File: config.mk
export PLATFORM = sky130hd
export DESIGN_NAME = cpu_phase_sequencer
export DESIGN_NICKNAME = d
export VERILOG_FILES = /design/src/rtl/cpu_phase_sequencer.sv
export SDC_FILE = /design/constraint.sdc
export NUM_CORES = 1
export LEC_CHECK = 0
export CORE_ASPECT_RATIO = 1.75
export CORE_MARGIN = 8
export CORE_UTILIZATION = 50
export DETAILED_ROUTE_END_ITERATION = 8
export PLACE_DENSITY = 0.78
export SETUP_SLACK_MARGIN = 0.4
export SLEW_MARGIN = 20
export SYNTH_ARGS = -nofsm -noshare
export SYNTH_HDL_FRONTEND = slang
export SYNTH_SLANG_ARGS = --single-unit
File: constraint.sdc
create_clock -name clk -period 2.5 [get_ports clk]
set_input_delay 0.375 -clock clk [delete_from_list [all_inputs] [get_ports clk]]
set_output_delay 0.375 -clock clk [all_outputs]
set_load 0.005 [all_outputs]
File: src/rtl/cpu_phase_sequencer.sv
// cpu_phase_sequencer: multicycle FETCH/DECODE/EXECUTE/MEMORY/WRITEBACK
// control sequencer with one-hot phase enables, stall / memory-skip / halt
// handling and saturating cycle and retired-instruction counters.
// Optional watchdog compiled in with `define CYCLE_LIMIT_EN; it forces
// HALTED and sets the sticky timeout flag when cycle_count reaches MAX_CYCLES.
module cpu_phase_sequencer #(
  parameter int CNT_WIDTH  = 32,
  parameter int MAX_CYCLES = 1000
) (
  input  logic                 clk,
  input  logic                 rst_n,
  input  logic                 start,
  input  logic                 stall,
  input  logic                 skip_mem,
  input  logic                 halt,
  output logic [4:0]           phase,
  output logic                 running,
  output logic                 done,
  output logic                 timeout,
  output logic [CNT_WIDTH-1:0] cycle_count,
  output logic [CNT_WIDTH-1:0] instr_count
);

  typedef enum logic [2:0] {
    IDLE      = 3'd0,
    FETCH     = 3'd1,
    DECODE    = 3'd2,
    EXECUTE   = 3'd3,
    MEMORY    = 3'd4,
    WRITEBACK = 3'd5,
    HALTED    = 3'd6
  } state_t;

  state_t state, state_nxt;

  logic                 active;
  logic                 wb_exit;
  logic                 wd_hit;
  logic [CNT_WIDTH-1:0] cycle_inc;
  logic [CNT_WIDTH-1:0] instr_inc;

  // Increment that sticks at all-ones instead of wrapping.
  function automatic logic [CNT_WIDTH-1:0] sat_inc(input logic [CNT_WIDTH-1:0] v);
    if (&v) return v;
    return v + {{(CNT_WIDTH-1){1'b0}}, 1'b1};
  endfunction

  assign active    = (state != IDLE) && (state != HALTED);
  assign wb_exit   = (state == WRITEBACK) && !stall;
  assign cycle_inc = sat_inc(cycle_count);
  assign instr_inc = sat_inc(instr_count);

`ifdef CYCLE_LIMIT_EN
  localparam logic [CNT_WIDTH-1:0] WD_LIMIT = CNT_WIDTH'(MAX_CYCLES);

  // Watchdog fires on the active edge at which cycle_count reaches the limit.
  assign wd_hit = active && (cycle_inc == WD_LIMIT);

  // Sticky timeout flag; only a fresh start clears it.
  always_ff @(posedge clk or negedge rst_n) begin
    if (!rst_n) begin
      timeout <= 1'b0;
    end else if (!active && start) begin
      timeout <= 1'b0;
    end else if (wd_hit) begin
      timeout <= 1'b1;
    end
  end
`else
  assign wd_hit  = 1'b0;
  assign timeout = 1'b0;
`endif

  // Next-state selection; stall freezes every active phase.
  always_comb begin
    state_nxt = state;
    case (state)
      IDLE, HALTED: if (start) state_nxt = FETCH;
      FETCH:        if (!stall) state_nxt = DECODE;
      DECODE:       if (!stall) state_nxt = EXECUTE;
      EXECUTE:      if (!stall) state_nxt = skip_mem ? WRITEBACK : MEMORY;
      MEMORY:       if (!stall) state_nxt = WRITEBACK;
      WRITEBACK:    if (!stall) state_nxt = halt ? HALTED : FETCH;
      default:      state_nxt = IDLE;
    endcase
    if (wd_hit) state_nxt = HALTED;
  end

  // State register.
  always_ff @(posedge clk or negedge rst_n) begin
    if (!rst_n) begin
      state <= IDLE;
    end else begin
      state <= state_nxt;
    end
  end

  // Counters: cleared by a start from IDLE/HALTED, advanced while active.
  always_ff @(posedge clk or negedge rst_n) begin
    if (!rst_n) begin
      cycle_count <= '0;
      instr_count <= '0;
    end else if (!active && start) begin
      cycle_count <= '0;
      instr_count <= '0;
    end else if (active) begin
      cycle_count <= cycle_inc;
      if (wb_exit) instr_count <= instr_inc;
    end
  end

  // Output decode straight from the registered state.
  always_comb begin
    phase   = 5'b00000;
    running = active;
    done    = (state == HALTED);
    case (state)
      FETCH:     phase = 5'b00001;
      DECODE:    phase = 5'b00010;
      EXECUTE:   phase = 5'b00100;
      MEMORY:    phase = 5'b01000;
      WRITEBACK: phase = 5'b10000;
      default:   phase = 5'b00000;
    endcase
  end

endmodule
======== Yosys cells after proc, flatten, opt, wreduce, memory -nomap -nowiden ========
Cells that the tools add are included.
W data, S select, Z words.
storage, ports and cells
  register bits after elaboration ......... 67
cells by class
  equal/unequal tests ..................... 15
  muxes and demuxes ....................... 19
  $add $sub $neg .......................... 2
  reductions and logical operators ........ 15
operator list
  operator                 number
  $mux W32                 7
  $add A32 B1 Y32 const B  2
  $reduce_and A32 Y1       2
  $pmux W5 S5              1
  $mux W3                  7
  $pmux W3 S6              1
  $ne A2 B2 Y1 const B     6
  $eq A3 B3 Y1 const B     3
  $eq A3 B2 Y1 const B     2
  $ne A3 B2 Y1 const B     2
  $reduce_and A6 Y1        1
  $reduce_bool A2 Y1       2
  $eq A3 B1 Y1 const B     1
  $logic_and A1 B1 Y1      3
  $logic_not A3 Y1         1
  $mux W1                  3
  $ne A3 B3 Y1 const B     1
  $reduce_and A3 Y1        1
  $reduce_bool A3 Y1       1
  $logic_not A1 Y1         2
  $reduce_and A2 Y1        1
  $reduce_or A2 Y1         1

======== Depth between registers and ports, before layout ========
  word-level depth ........................ 6
  depth in mapped cells ................... 9
  gate-level depth less buffers ........... 6

======== Least setup slack after synthesis ========
OpenSTA, ideal clock, no wires.
  kind .................................... reg2reg
  start point ............................. register cycle_count[0]
  end point ............................... register cycle_count[23]
  clock period less this slack ............ 2338 ps
  arrival ................................. 2212 ps
  library setup time ...................... 126 ps
  cell stages (with the launch flop) ...... 8
  setup slack ............................. 162 ps
  data required time ...................... 2374 ps
  path through ............................ dfrtp_1 -> ha_1 -> nand4_1 -> or4_4 -> or3_1 -> buf_2 -> and4_1 -> a221o_1
between the ends
  word-level cells in the longest chain between the ends .. 4
ends and longest elaborated chain
  item                                                          line    text
  start, declared                                               20      output logic [CNT_WIDTH-1:0] cycle_count,
  start signal, assigned                                        107     cycle_count <= cycle_inc;
  $add A32 B1 Y32 / $reduce_and A32 Y1 (equally long branches)  45, 44
  $mux W32 / $mux W1 (equally long branches)                    45, 44
  $mux W32 / $ne A3 B2 Y1 (equally long branches)               -
  $mux W32 / $reduce_and A2 Y1 (equally long branches)          -
Several ways; a longest one is shown, not always the timed one. The select of a mux whose other input is x is not followed.
A chain may end at the register's enable or synchronous reset.

======== Worst setup path in the final report ========
  start point ............................. register cycle_count[21]
  end point ............................... register cycle_count[25]
Same word-level chain as after synthesis.

==> results.md <==
- Type of origin of the critical path: register
- Initial antenna violation count: 0
- PwrDens: 716 nW/um2
- Slew headroom: 61.5%
- Skew final: 0.00599 ns
- Hpwl dp: 8790 um
- Post-Syn Instances: 441
- Final min period: 2.20 ns
- CP Class: reg2reg
- Leakage: 2.36 nW
- Simple-Gate Fraction of Synth Area: 28.3%
- Final WL: 13200 um
- Post-synthesis mux area share: 2.34%
- Synth Area in Compound Gates: 19.4%
- CTS tree: yes
- Final routed DRC violation total: 0
- First-pass iteration count of the detailed router: 4
- Vias: 4320
- Most common cell after layout, fill and taps aside: clkdlybuf4s50_1
- Area occupied by multi-input gates: 2330 um2
- Register area share after synthesis: 42.4%
- Port bufs: 76
- Dominant synthesized flop cell: dfrtp_1
- Number of clock sinks: 67
- Post-route ant nets: 0
- Htree depth: 3
- CTS buffer count: 9
- Die area: 11100 um2
- Utilization after layout: 74.1%
- Arrival time worst endpoint: 2.42 ns
- # nets final: 575
- Worst setup EP type: register
- Final period util: 88.2%
- Initial Util: 50.6%
- Maximum clock rate: 454 MHz
- Share of layout cells above drive strength 1: 24.5%
- RSZ-0062 raised after global routing: true
- Largest family of logic cells by synthesized area: simple AND/OR/NAND/NOR gates
- DIE HEIGHT: 134 um
- FILL cells: 580
- First-pass GRT wire length: 21100 um
- Clock Latency Late Sink: 0.34 ns
- Final setup viols: 0
- Post-synthesis adder-cell area fraction: 0.633%
- Final Power: 4.14 mW
- GRT Total Usage: 22.9%
- Post-Synth XOR/XNOR Area: 2.44%
- Setup tns final: 0 ns
- Largest net degree at the start of global routing: 37
- Worst hold path class: in2async
- Maximum clock insertion buffer count: 2
- Fin area: 5780 um2
- EDFF count, synth: 0
- Root Driver: clkbuf_16
- CTS hold repair buffers: 0
- Gpl congestion: 0.925
- Routed WL per cell: 20.0 um
- Total placed instance area: 5020 um2
- Core box area: 7800 um2
- Final Hold Viols: 0
- Worst VDD drop: 0.000443 V
- Row count: 43
- Chip width: 83.2 um
- Post-synthesis cell type count: 54
- Worst Path Max Fanout: 7
- Most frequent cells in the layout: clkdlybuf4s50_1, buf_4, dfrtp_1
- Fraction of registers with async set/reset: 100%
- Yosys reg bits: 67
- Critical Path RT: 2.72 ns
- Drt initial violations: 286
- Slew Limit Fails: 0
- Worst Tran Pin Value: 0.574 ns
- Clock transition at the registers of the reported paths: 0.05 ns
- Vias in the first global route: 4249
- Vias per inst: 6.53
- P&R area growth vs syn: 46.3%
- Max-cap violations: 0
- Post-Syn Area: 3950 um2
- Run status: complete, no violations
- Ys Warns: 0
- Ant diodes: 0
- Seq. cell area: 1690 um2
- Mapped Avg Cell Area: 8.96 um2
- Grt total ovfl: 0
- # IOs: 78
- Syn nets: 449
[synthesized netlist by cell type (3+ instances only)]
master,instances,share of area (%)
a41oi_1,3,0.67
nand4_1,22,3.5
and4_1,10,2.2
buf_4,3,0.57
clkbuf_1,20,1.9
buf_2,4,0.51
and2_1,5,0.79
nor4_1,6,0.95
nor3_1,12,1.5
buf_1,3,0.28
nor2_1,35,3.3
a211oi_1,5,0.95
o311ai_0,3,0.67
a2111oi_0,7,1.6
and3_1,13,2.1
or3_1,8,1.3
inv_1,10,0.95
o21ai_0,10,1.3
o211ai_1,3,0.57
o41ai_1,5,1.1
or4_1,12,2.3
mux2i_1,7,1.8
a41o_1,3,0.76
xnor2_1,10,2.2
a211o_1,4,0.89
o31ai_1,17,3.2
a21oi_1,22,2.8
a31oi_1,8,1.3
nand2_1,44,4.2
nand3_1,24,3.0
or4_4,3,0.85
a221o_1,7,1.8
dfrtp_1,67,42
[critical path, stage by stage, from the launching register on]
cell and delay (ns):
dfrtp_1 0.41, nand4_1 0.19, or4_4 0.56, or3_4 0.44, and4_1 0.22, a221o_1 0.26
[per-stage QoR]
stage	instances	setup slack [ns]	hold WS (ns)
after CTS	642	0.314	0.0912
after global placement	613	0.189	0.433
after global routing	662	0.219	0.106
after floorplan	441	0.312	0.0794
after detailed placement	613	0.106	0.442
final	662	0.296	0.0747
[layer usage]
metal,GRT usage (%),part of all wire [%],vias to the layer above
li1,-,-,1957
met1,23.1,34,2124
met2,41.5,55,195
met3,5.87,6.9,44
met4,12.8,3.9,0
met5,0,0,-
[layout make-up]
class	count	share of cell area, %
Clock buffer	15	4.98
Clock inverter	1	0.0866
Inverter	11	0.844
Multi-Input combinational cell	333	40.3
Sequential cell	67	29.2
Tap cell	90	1.95
Timing Repair Buffer	145	22.7
[cell families (layout without fill, tap and decap cells)]
family / Yosys count / in the layout
buf+inv: 41 / 172
xor+xnor: 11 / 11
compound gates: 106 / 106
mux: 9 / 9
flops: 67 / 67
simple gates: 204 / 204
fa+ha+maj: 2 / 2
other cells: 1 / 1
[where the power goes]
part | internal [mW] | total (mW) | switching, mW
clock network | 0.778 | 1.23 | 0.451
logic | 0.726 | 1.58 | 0.855
registers | 1.19 | 1.33 | 0.132
[flip-flops by register name, indices dropped and copies added (netlist names)]
register,count
state,3
instr_count,32
cycle_count,32
[worst paths after layout]
kind	from	end	slack (ns)	depth (start not counted)
max in group asynchronous	rst_n	cycle_count[8]	2.04	2
max	cycle_count[21]	cycle_count[25]	0.30	5
max reg2reg	cycle_count[21]	cycle_count[25]	0.30	5
min in group clk	instr_count[4]	instr_count[4]	0.51	1
min reg2reg	instr_count[4]	instr_count[4]	0.51	1
min	rst_n	instr_count[27]	0.07	2
[timing repair]
item                       4_1_cts  5_1_grt
setup buffers                   13       19
resized for setup               27       34
cloned                           0        1
pin swaps                        5       14
setup endpoints to repair       43       34
No activity file was read; power rests on OpenSTA's default activity.
